--- config.mk ---
export PLATFORM = sky130hd
export DESIGN_NAME = sys_ctrl_tx_resp_flat
export DESIGN_NICKNAME = d
export VERILOG_FILES = /design/src/rtl/sys_ctrl_tx_resp_if.sv /design/src/rtl/sys_ctrl_tx_resp.sv /design/src/flat_wrapper.sv
export SDC_FILE = /design/constraint.sdc
export NUM_CORES = 1
export LEC_CHECK = 0
export CAP_MARGIN = 25
export CORE_UTILIZATION = 49
export DETAILED_ROUTE_END_ITERATION = 8
export PLACE_DENSITY = 0.87
export SLEW_MARGIN = 30
export SYNTH_ARGS = -nofsm -noshare
export SYNTH_HDL_FRONTEND = slang
export SYNTH_SLANG_ARGS = --single-unit
export TNS_END_PERCENT = 20
--- constraint.sdc ---
create_clock -name CLK -period 1.85 [get_ports CLK]
set_clock_uncertainty 0.2 [all_clocks]
set_input_delay 0.37 -clock CLK [delete_from_list [all_inputs] [get_ports CLK]]
set_output_delay 0.37 -clock CLK [all_outputs]
set_load 0.005 [all_outputs]
--- src/rtl/sys_ctrl_tx_resp_if.sv ---
// ---------------------------------------------------------------------------
// sys_ctrl_tx_resp_if
// Bundles the response-side signals of the system controller.
//   Response inputs : RdData / RdData_Valid (register file),
//                     ALU_OUT / OUT_Valid (ALU)
//   UART TX side    : TX_busy (in), TX_P_DATA / TX_D_VLD (out)
//   Status          : Ctrl_Busy, Resp_Drop (out)
// Modports:
//   master : the controller itself
//   slave  : the environment (RegFile/ALU sources and UART TX sink)
//
// Handshake: RdData_Valid and OUT_Valid are one-cycle strobes qualifying their
// data. Toward UART TX, TX_D_VLD is a one-cycle pulse qualifying TX_P_DATA and
// the next byte is only offered after TX_busy has been seen high and then low
// again (pulse-and-busy handshake; there is no ready signal).
// ---------------------------------------------------------------------------
interface sys_ctrl_tx_resp_if #(
  parameter int DATA_WIDTH = 8,
  parameter int ALU_WIDTH  = 16
);
  logic [DATA_WIDTH-1:0] RdData;
  logic                  RdData_Valid;
  logic [ALU_WIDTH-1:0]  ALU_OUT;
  logic                  OUT_Valid;
  logic                  TX_busy;
  logic [DATA_WIDTH-1:0] TX_P_DATA;
  logic                  TX_D_VLD;
  logic                  Ctrl_Busy;
  logic                  Resp_Drop;

  modport master (
    input  RdData, RdData_Valid, ALU_OUT, OUT_Valid, TX_busy,
    output TX_P_DATA, TX_D_VLD, Ctrl_Busy, Resp_Drop
  );

  modport slave (
    output RdData, RdData_Valid, ALU_OUT, OUT_Valid, TX_busy,
    input  TX_P_DATA, TX_D_VLD, Ctrl_Busy, Resp_Drop
  );
endinterface

--- src/rtl/sys_ctrl_tx_resp.sv ---
// ---------------------------------------------------------------------------
// sys_ctrl_tx_resp
// Response-side system controller. Captures register-file read data and ALU
// results and serialises them as bytes to the UART transmitter.
//
// Ports:
//   CLK          system clock, rising edge
//   RST          synchronous active-high reset
//   bus          sys_ctrl_tx_resp_if.master (response inputs, TX outputs,
//                Ctrl_Busy, Resp_Drop)
//   Frame_Cnt    [7:0] count of TX_D_VLD pulses, only when
//                SYS_CTRL_TX_FRAME_CNT_EN is defined
//   dbg_state_o  current FSM state, for debug/observation
//
// Optional feature macro: SYS_CTRL_TX_FRAME_CNT_EN
//
// Ordering: RF byte first (if any), then ALU low byte, then ALU high byte.
// ALU_WIDTH must equal 2*DATA_WIDTH.
// ---------------------------------------------------------------------------
module sys_ctrl_tx_resp #(
  parameter int DATA_WIDTH = 8,
  parameter int ALU_WIDTH  = 16
) (
  input  logic                  CLK,
  input  logic                  RST,
  sys_ctrl_tx_resp_if.master    bus,
`ifdef SYS_CTRL_TX_FRAME_CNT_EN
  output logic [7:0]            Frame_Cnt,
`endif
  output logic [2:0]            dbg_state_o
);

  typedef enum logic [2:0] {
    IDLE    = 3'd0,
    SEND_RF = 3'd1,
    SEND_LO = 3'd2,
    SEND_HI = 3'd3,
    WAIT_HI = 3'd4,
    WAIT_LO = 3'd5
  } state_t;

  // Which byte is currently in flight; decides the step after WAIT_LO.
  typedef enum logic [1:0] {
    SEL_RF = 2'd0,
    SEL_LO = 2'd1,
    SEL_HI = 2'd2
  } sel_t;

  state_t                state_q, state_d;
  sel_t                  sel_q, sel_d;
  logic [DATA_WIDTH-1:0] rf_q, rf_d;
  logic [ALU_WIDTH-1:0]  alu_q, alu_d;
  logic                  pend_q, pend_d;
  logic [DATA_WIDTH-1:0] data_q, data_d;
  logic                  vld_q, vld_d;
  logic                  drop_q, drop_d;

  always_comb begin
    state_d = state_q;
    sel_d   = sel_q;
    rf_d    = rf_q;
    alu_d   = alu_q;
    pend_d  = pend_q;
    data_d  = data_q;     // TX_P_DATA holds between bytes
    vld_d   = 1'b0;
    drop_d  = 1'b0;

    // Strobes outside IDLE are discarded; the transfer is not disturbed.
    if (state_q != IDLE && (bus.RdData_Valid || bus.OUT_Valid)) begin
      drop_d = 1'b1;
    end

    case (state_q)
      IDLE: begin
        if (bus.RdData_Valid) begin
          rf_d    = bus.RdData;
          state_d = SEND_RF;
          if (bus.OUT_Valid) begin
            alu_d  = bus.ALU_OUT;
            pend_d = 1'b1;
          end
        end else if (bus.OUT_Valid) begin
          alu_d   = bus.ALU_OUT;
          state_d = SEND_LO;
        end
      end
      SEND_RF, SEND_LO, SEND_HI: begin
        if (!bus.TX_busy) begin
          vld_d   = 1'b1;
          state_d = WAIT_HI;
          if (state_q == SEND_RF) begin
            data_d = rf_q;
            sel_d  = SEL_RF;
          end else if (state_q == SEND_LO) begin
            data_d = alu_q[DATA_WIDTH-1:0];
            sel_d  = SEL_LO;
          end else begin
            data_d = alu_q[2*DATA_WIDTH-1:DATA_WIDTH];
            sel_d  = SEL_HI;
          end
        end
      end
      WAIT_HI: begin
        if (bus.TX_busy) state_d = WAIT_LO;
      end
      WAIT_LO: begin
        if (!bus.TX_busy) begin
          case (sel_q)
            SEL_RF: begin
              if (pend_q) begin
                pend_d  = 1'b0;
                state_d = SEND_LO;
              end else begin
                state_d = IDLE;
              end
            end
            SEL_LO:  state_d = SEND_HI;
            default: state_d = IDLE;
          endcase
        end
      end
      default: state_d = IDLE;
    endcase
  end

  always_ff @(posedge CLK) begin
    if (RST) begin
      state_q <= IDLE;
      sel_q   <= SEL_RF;
      rf_q    <= '0;
      alu_q   <= '0;
      pend_q  <= 1'b0;
      data_q  <= '0;
      vld_q   <= 1'b0;
      drop_q  <= 1'b0;
    end else begin
      state_q <= state_d;
      sel_q   <= sel_d;
      rf_q    <= rf_d;
      alu_q   <= alu_d;
      pend_q  <= pend_d;
      data_q  <= data_d;
      vld_q   <= vld_d;
      drop_q  <= drop_d;
    end
  end

`ifdef SYS_CTRL_TX_FRAME_CNT_EN
  logic [7:0] cnt_q, cnt_d;

  // Counts in step with the TX_D_VLD register so the value is updated on the
  // same edge the pulse appears; 8-bit arithmetic wraps 255 -> 0.
  always_comb begin
    cnt_d = cnt_q;
    if (vld_d) cnt_d = cnt_q + 8'd1;
  end

  always_ff @(posedge CLK) begin
    if (RST) cnt_q <= '0;
    else     cnt_q <= cnt_d;
  end

  assign Frame_Cnt = cnt_q;
`endif

  assign bus.TX_P_DATA = data_q;
  assign bus.TX_D_VLD  = vld_q;
  assign bus.Resp_Drop = drop_q;
  assign bus.Ctrl_Busy = (state_q != IDLE);
  assign dbg_state_o   = state_q;

endmodule

--- src/flat_wrapper.sv ---
// flat-port wrapper written by rule: the top's interface ports become plain ports
module sys_ctrl_tx_resp_flat 
#(
  parameter int DATA_WIDTH = 8,
  parameter int ALU_WIDTH  = 16
)
  (CLK, RST, dbg_state_o, bus_RdData, bus_RdData_Valid, bus_ALU_OUT, bus_OUT_Valid, bus_TX_busy, bus_TX_P_DATA, bus_TX_D_VLD, bus_Ctrl_Busy, bus_Resp_Drop);
  sys_ctrl_tx_resp_if #(.DATA_WIDTH(DATA_WIDTH), .ALU_WIDTH(ALU_WIDTH)) bus_i ();
  input  logic CLK;
  input  logic RST;
  output logic [2:0] dbg_state_o;
  input wire logic [$bits(bus_i.RdData)-1:0] bus_RdData;
  input wire logic [$bits(bus_i.RdData_Valid)-1:0] bus_RdData_Valid;
  input wire logic [$bits(bus_i.ALU_OUT)-1:0] bus_ALU_OUT;
  input wire logic [$bits(bus_i.OUT_Valid)-1:0] bus_OUT_Valid;
  input wire logic [$bits(bus_i.TX_busy)-1:0] bus_TX_busy;
  output wire logic [$bits(bus_i.TX_P_DATA)-1:0] bus_TX_P_DATA;
  output wire logic [$bits(bus_i.TX_D_VLD)-1:0] bus_TX_D_VLD;
  output wire logic [$bits(bus_i.Ctrl_Busy)-1:0] bus_Ctrl_Busy;
  output wire logic [$bits(bus_i.Resp_Drop)-1:0] bus_Resp_Drop;
  assign bus_i.RdData = bus_RdData;
  assign bus_i.RdData_Valid = bus_RdData_Valid;
  assign bus_i.ALU_OUT = bus_ALU_OUT;
  assign bus_i.OUT_Valid = bus_OUT_Valid;
  assign bus_i.TX_busy = bus_TX_busy;
  assign bus_TX_P_DATA = bus_i.TX_P_DATA;
  assign bus_TX_D_VLD = bus_i.TX_D_VLD;
  assign bus_Ctrl_Busy = bus_i.Ctrl_Busy;
  assign bus_Resp_Drop = bus_i.Resp_Drop;
  sys_ctrl_tx_resp #(.DATA_WIDTH(DATA_WIDTH), .ALU_WIDTH(ALU_WIDTH)) u_core (.CLK(CLK), .RST(RST), .bus(bus_i), .dbg_state_o(dbg_state_o));
endmodule
==> results.md <==
* Wirelength per Cell at about 13 um
* Maxcap violations at 0
* DR vias/cell at about 5.2
* Syn Std Cell Area at 1790 um^2
* Final-report max-slew violation count at 0
* Post-synthesis sequential area ratio at about 45%
* Flop pwr share at 40.4%
* Cell area after layout at 2560 um^2
* Area after DPL at about 2400 um^2
* CP startpoint kind: flip-flop
* Unrepaired setup endpoints after global routing: true
* CP cell instances: buf_4, or4_4, a21oi_4, nor4_1, a31o_1
* Placed cells at 333
* First-pass GRT wire length at 7.65 mm
* VDD IR max at roughly 0.59 mV
* P&R area growth vs syn at 43.0%
* Starting Density at 52.5%
* Total power at 2.76 mW
* CP max FO at 4
* Run status: complete, no violations
* Post-Syn Nets at 262
* Data arrival, critical path at about 1.9 ns
* CTS Sinks at 40
* RD Place Congestion at roughly 0.8
* Leakage at 0.993 nW
* CTS tree: yes
* Number of nets with antenna violations after routing at 0
* Initial antenna violation count at 0
* Tcrit/Tclk final at 97.5%
* Non-filler cells, final at roughly 350
* Mean Syn Cell Area at 7.70 um^2
* Rel. slew slack at 64.9%
* Distinct cells, synth at 36
* Hold Path End: u_core.rf_q[6]$_SDFFE_PP0P_
* Later-pin clock latency in the skew report at ~0.36 ns
* H-tree levels at 2
* Flop and latch count out of synthesis at 40
* Fmax at 554 MHz
* Pre-Repair DR Iteration Count at 4
* Sequential Area at just over 800 um^2
* Iteration-0 DRC Markers at between 80 and 90
* P_sw at approximately 0.96 mW
* Hold Crit Class: flip-flop to flip-flop
* Num rows at 21
* Global route overflow at 0
* Clock share of power at 15.4%
* Power per standard cell area at 1070 nW/um^2
* Pre-CTS WS at -0.186 ns
* Int Power at 1.80 mW
* Core Area at about 3400 um^2
* Layout cells sized above 1 at 18.4%
* Vias in the first global route at 1702
* CTS buffer count at 5
* Area of the multi-input gates at 882 um^2
* Slowest cell on the critical path: or4_4
* Crit path from: u_core.dbg_state_o[0]$_SDFFE_PP0P_
* Worst setup path category: flip-flop to flip-flop
* Fill count at 260
* Flop-to-flop setup slack at 0.05 ns
* Slowest stage delay, CP at roughly 0.54 ns
* WP data required at approximately 1.9 ns
* Switch share at between 30% and 40%
* Reg2reg start: u_core.dbg_state_o[0]$_SDFFE_PP0P_
* Final Util at 75.1%
* Reg-to-reg endpoint: u_core.dbg_state_o[1]$_SDFFE_PP0P_
* Hold Path Depth at 2
* Die extent in y at 62.5 um
* Mapped Cells at 233
* Synth warnings at 0
* Element type at the critical path end: flip-flop
* Hold_ws at 0.261 ns
* Final WS setup at 0.0457 ns
* Fin. Hold Viols at 0
* Detail Placement HPWL at 3.11 mm
* Number of remaining DRC errors at 0
* Ant. Diodes at 0
* Final critical-path required period at 1.80 ns
* Worst Min Path Start: u_core.rf_q[6]$_SDFFE_PP0P_
* Worst-Margin Slew at 0.526 ns
* Die area at 3910 um^2
* DIE WIDTH at 62.5 um
* Fin nets at 328
* Worst R2R Path Depth at 5
* Largest net degree at the start of global routing at 21
* Cell family with most CP delay: simple AND/OR/NAND/NOR gates
* Setup Total Neg Slack at 0 ns
* Max clock buf depth at 2
* Root Driver: clkbuf_4
* Post-CTS Hold Buffers at 0
* Worst-path clk slew at 0.11 ns
* Overall routing resource usage at between 20% and 30%
* Worst Path Buf+Inv at 1
* IO Count at 43
* Final setup fails at 0
* PortBufs at between 40 and 50
* Comb power frac at 44.1%
* Drt total wl at about 4.5 mm
* Via Count at around 1800
==> Yosys cell counts <==
master | count | area (um^2)
inv_1 | 11 | 41.3
dfxtp_1 | 40 | 801
inv_2 | 1 | 3.75
or3b_1 | 1 | 8.76
a21oi_4 | 1 | 16.3
nand3b_1 | 5 | 37.5
and2_1 | 3 | 18.8
nor2_2 | 1 | 6.26
a21o_1 | 1 | 7.51
nand2b_1 | 3 | 18.8
o211ai_1 | 1 | 7.51
nor2b_1 | 1 | 6.26
or4_1 | 1 | 7.51
mux2i_1 | 1 | 10.0
o21ai_1 | 6 | 30.0
o21a_1 | 1 | 7.51
buf_6 | 1 | 11.3
buf_4 | 3 | 22.5
nor3_2 | 1 | 10.0
a2111oi_0 | 5 | 43.8
a21oi_1 | 29 | 145
a311oi_1 | 3 | 26.3
nor3_1 | 6 | 30.0
nor2_1 | 12 | 45.0
a31o_1 | 1 | 8.76
nand2_1 | 62 | 233
o32a_1 | 1 | 10.0
buf_2 | 5 | 25.0
or4_4 | 1 | 11.3
nor4_1 | 1 | 6.26
o31ai_1 | 1 | 7.51
a2bb2oi_1 | 5 | 43.8
a211oi_1 | 1 | 7.51
clkbuf_1 | 9 | 33.8
o21ai_0 | 7 | 35.0
a211o_1 | 1 | 8.76
==> per-layer routing <==
metal,share of wire (%),vias up,track usage (%)
li1,-,916,-
met2,52,39,42.5
met3,3.9,10,5.47
met4,2.1,0,13.4
met1,42,834,29.8
met5,0,-,0
==> how the worst max path moves through the flow <==
stage                                                      end  slack (ns)  cells past startpoint
final                       u_core.dbg_state_o[1]$_SDFFE_PP0P_        0.05                      5
after global routing      u_core.bus.TX_P_DATA[2]$_SDFFE_PP0P_       -0.01                      7
after CTS                                        bus_Ctrl_Busy       -0.04                      4
after detailed placement    u_core.dbg_state_o[1]$_SDFFE_PP0P_       -0.19                      5
after global placement      u_core.dbg_state_o[1]$_SDFFE_PP0P_       -0.16                      5
after floorplan             u_core.dbg_state_o[1]$_SDFFE_PP0P_        0.17                      5
==> placed cells by master, fill, tap and decap left out, types with 2 or more instances in the layout <==
master and n:
buf_12 3, o21ai_1 6, nand2b_1 3, a2bb2oi_1 5, a2111oi_0 3, inv_2 2, dfxtp_4 2, nor3_1 6
clkbuf_4 5, buf_4 30, nand2_1 62, dlygate4sd2_1 3, a311oi_1 3, buf_6 2, o21ai_0 7, nor2_1 12
inv_1 10, and2_1 3, a21oi_4 2, nand3b_1 5, a21oi_1 28, dfxtp_1 37, clkdlybuf4s50_1 38
==> layout make-up <==
cell class | instances | share of cell area [%]
Multi-Input combinational cell | 163 | 34.4
Sequential cell | 40 | 31.6
Timing Repair Buffer | 77 | 28.1
Tap cell | 46 | 2.24
Inverter | 12 | 1.76
Clock buffer | 5 | 1.46
Clock inverter | 2 | 0.488
==> tightest hold or removal path, stage by stage, from the launching register on <==
cell and delay, ns:
dfxtp_1 0.32, nand2_1 0.05, a21oi_1 0.05
==> state kept, by name, summed over array words and instances, names as in the netlist <==
signal and flops:
u_core.bus.TX_D_VLD 1, u_core.bus.Resp_Drop 1, u_core.dbg_state_o 3, u_core.sel_q 2, u_core.pend_q 1, u_core.alu_q 16
u_core.bus.TX_P_DATA 8, u_core.rf_q 8
==> cell families (layout without fill, tap and decap cells) <==
logic type      after synthesis  count (layout)  synth area share (%)
compound gates               64              64                  22.6
buf+inv                      30              96                  7.68
flops                        40              40                  44.7
mux                           1               1                 0.558
simple gates                 98              98                  24.5
==> power by group through the flow <==
stage          Sequential [mW]  Clock (mW)  Combinational (mW)
2_1_floorplan             1.11           0               0.612
3_3_place_gp              1.12           0                1.11
3_5_place_dp              1.13           0                1.13
4_1_cts                   1.11       0.430                1.18
5_1_grt                   1.14       0.467                1.34
6_report                  1.11       0.426                1.22
==> timing repair <==
| item | in CTS | in global routing |
|---|---|---|
| hold endpoints to repair | 0 | 0 |
| setup endpoints to repair | 4 | 7 |
| gates resized for setup | 11 | 10 |
| pin swaps | 1 | 1 |
| setup buffers | 5 | 0 |
(Power assumes the default switching activity.)
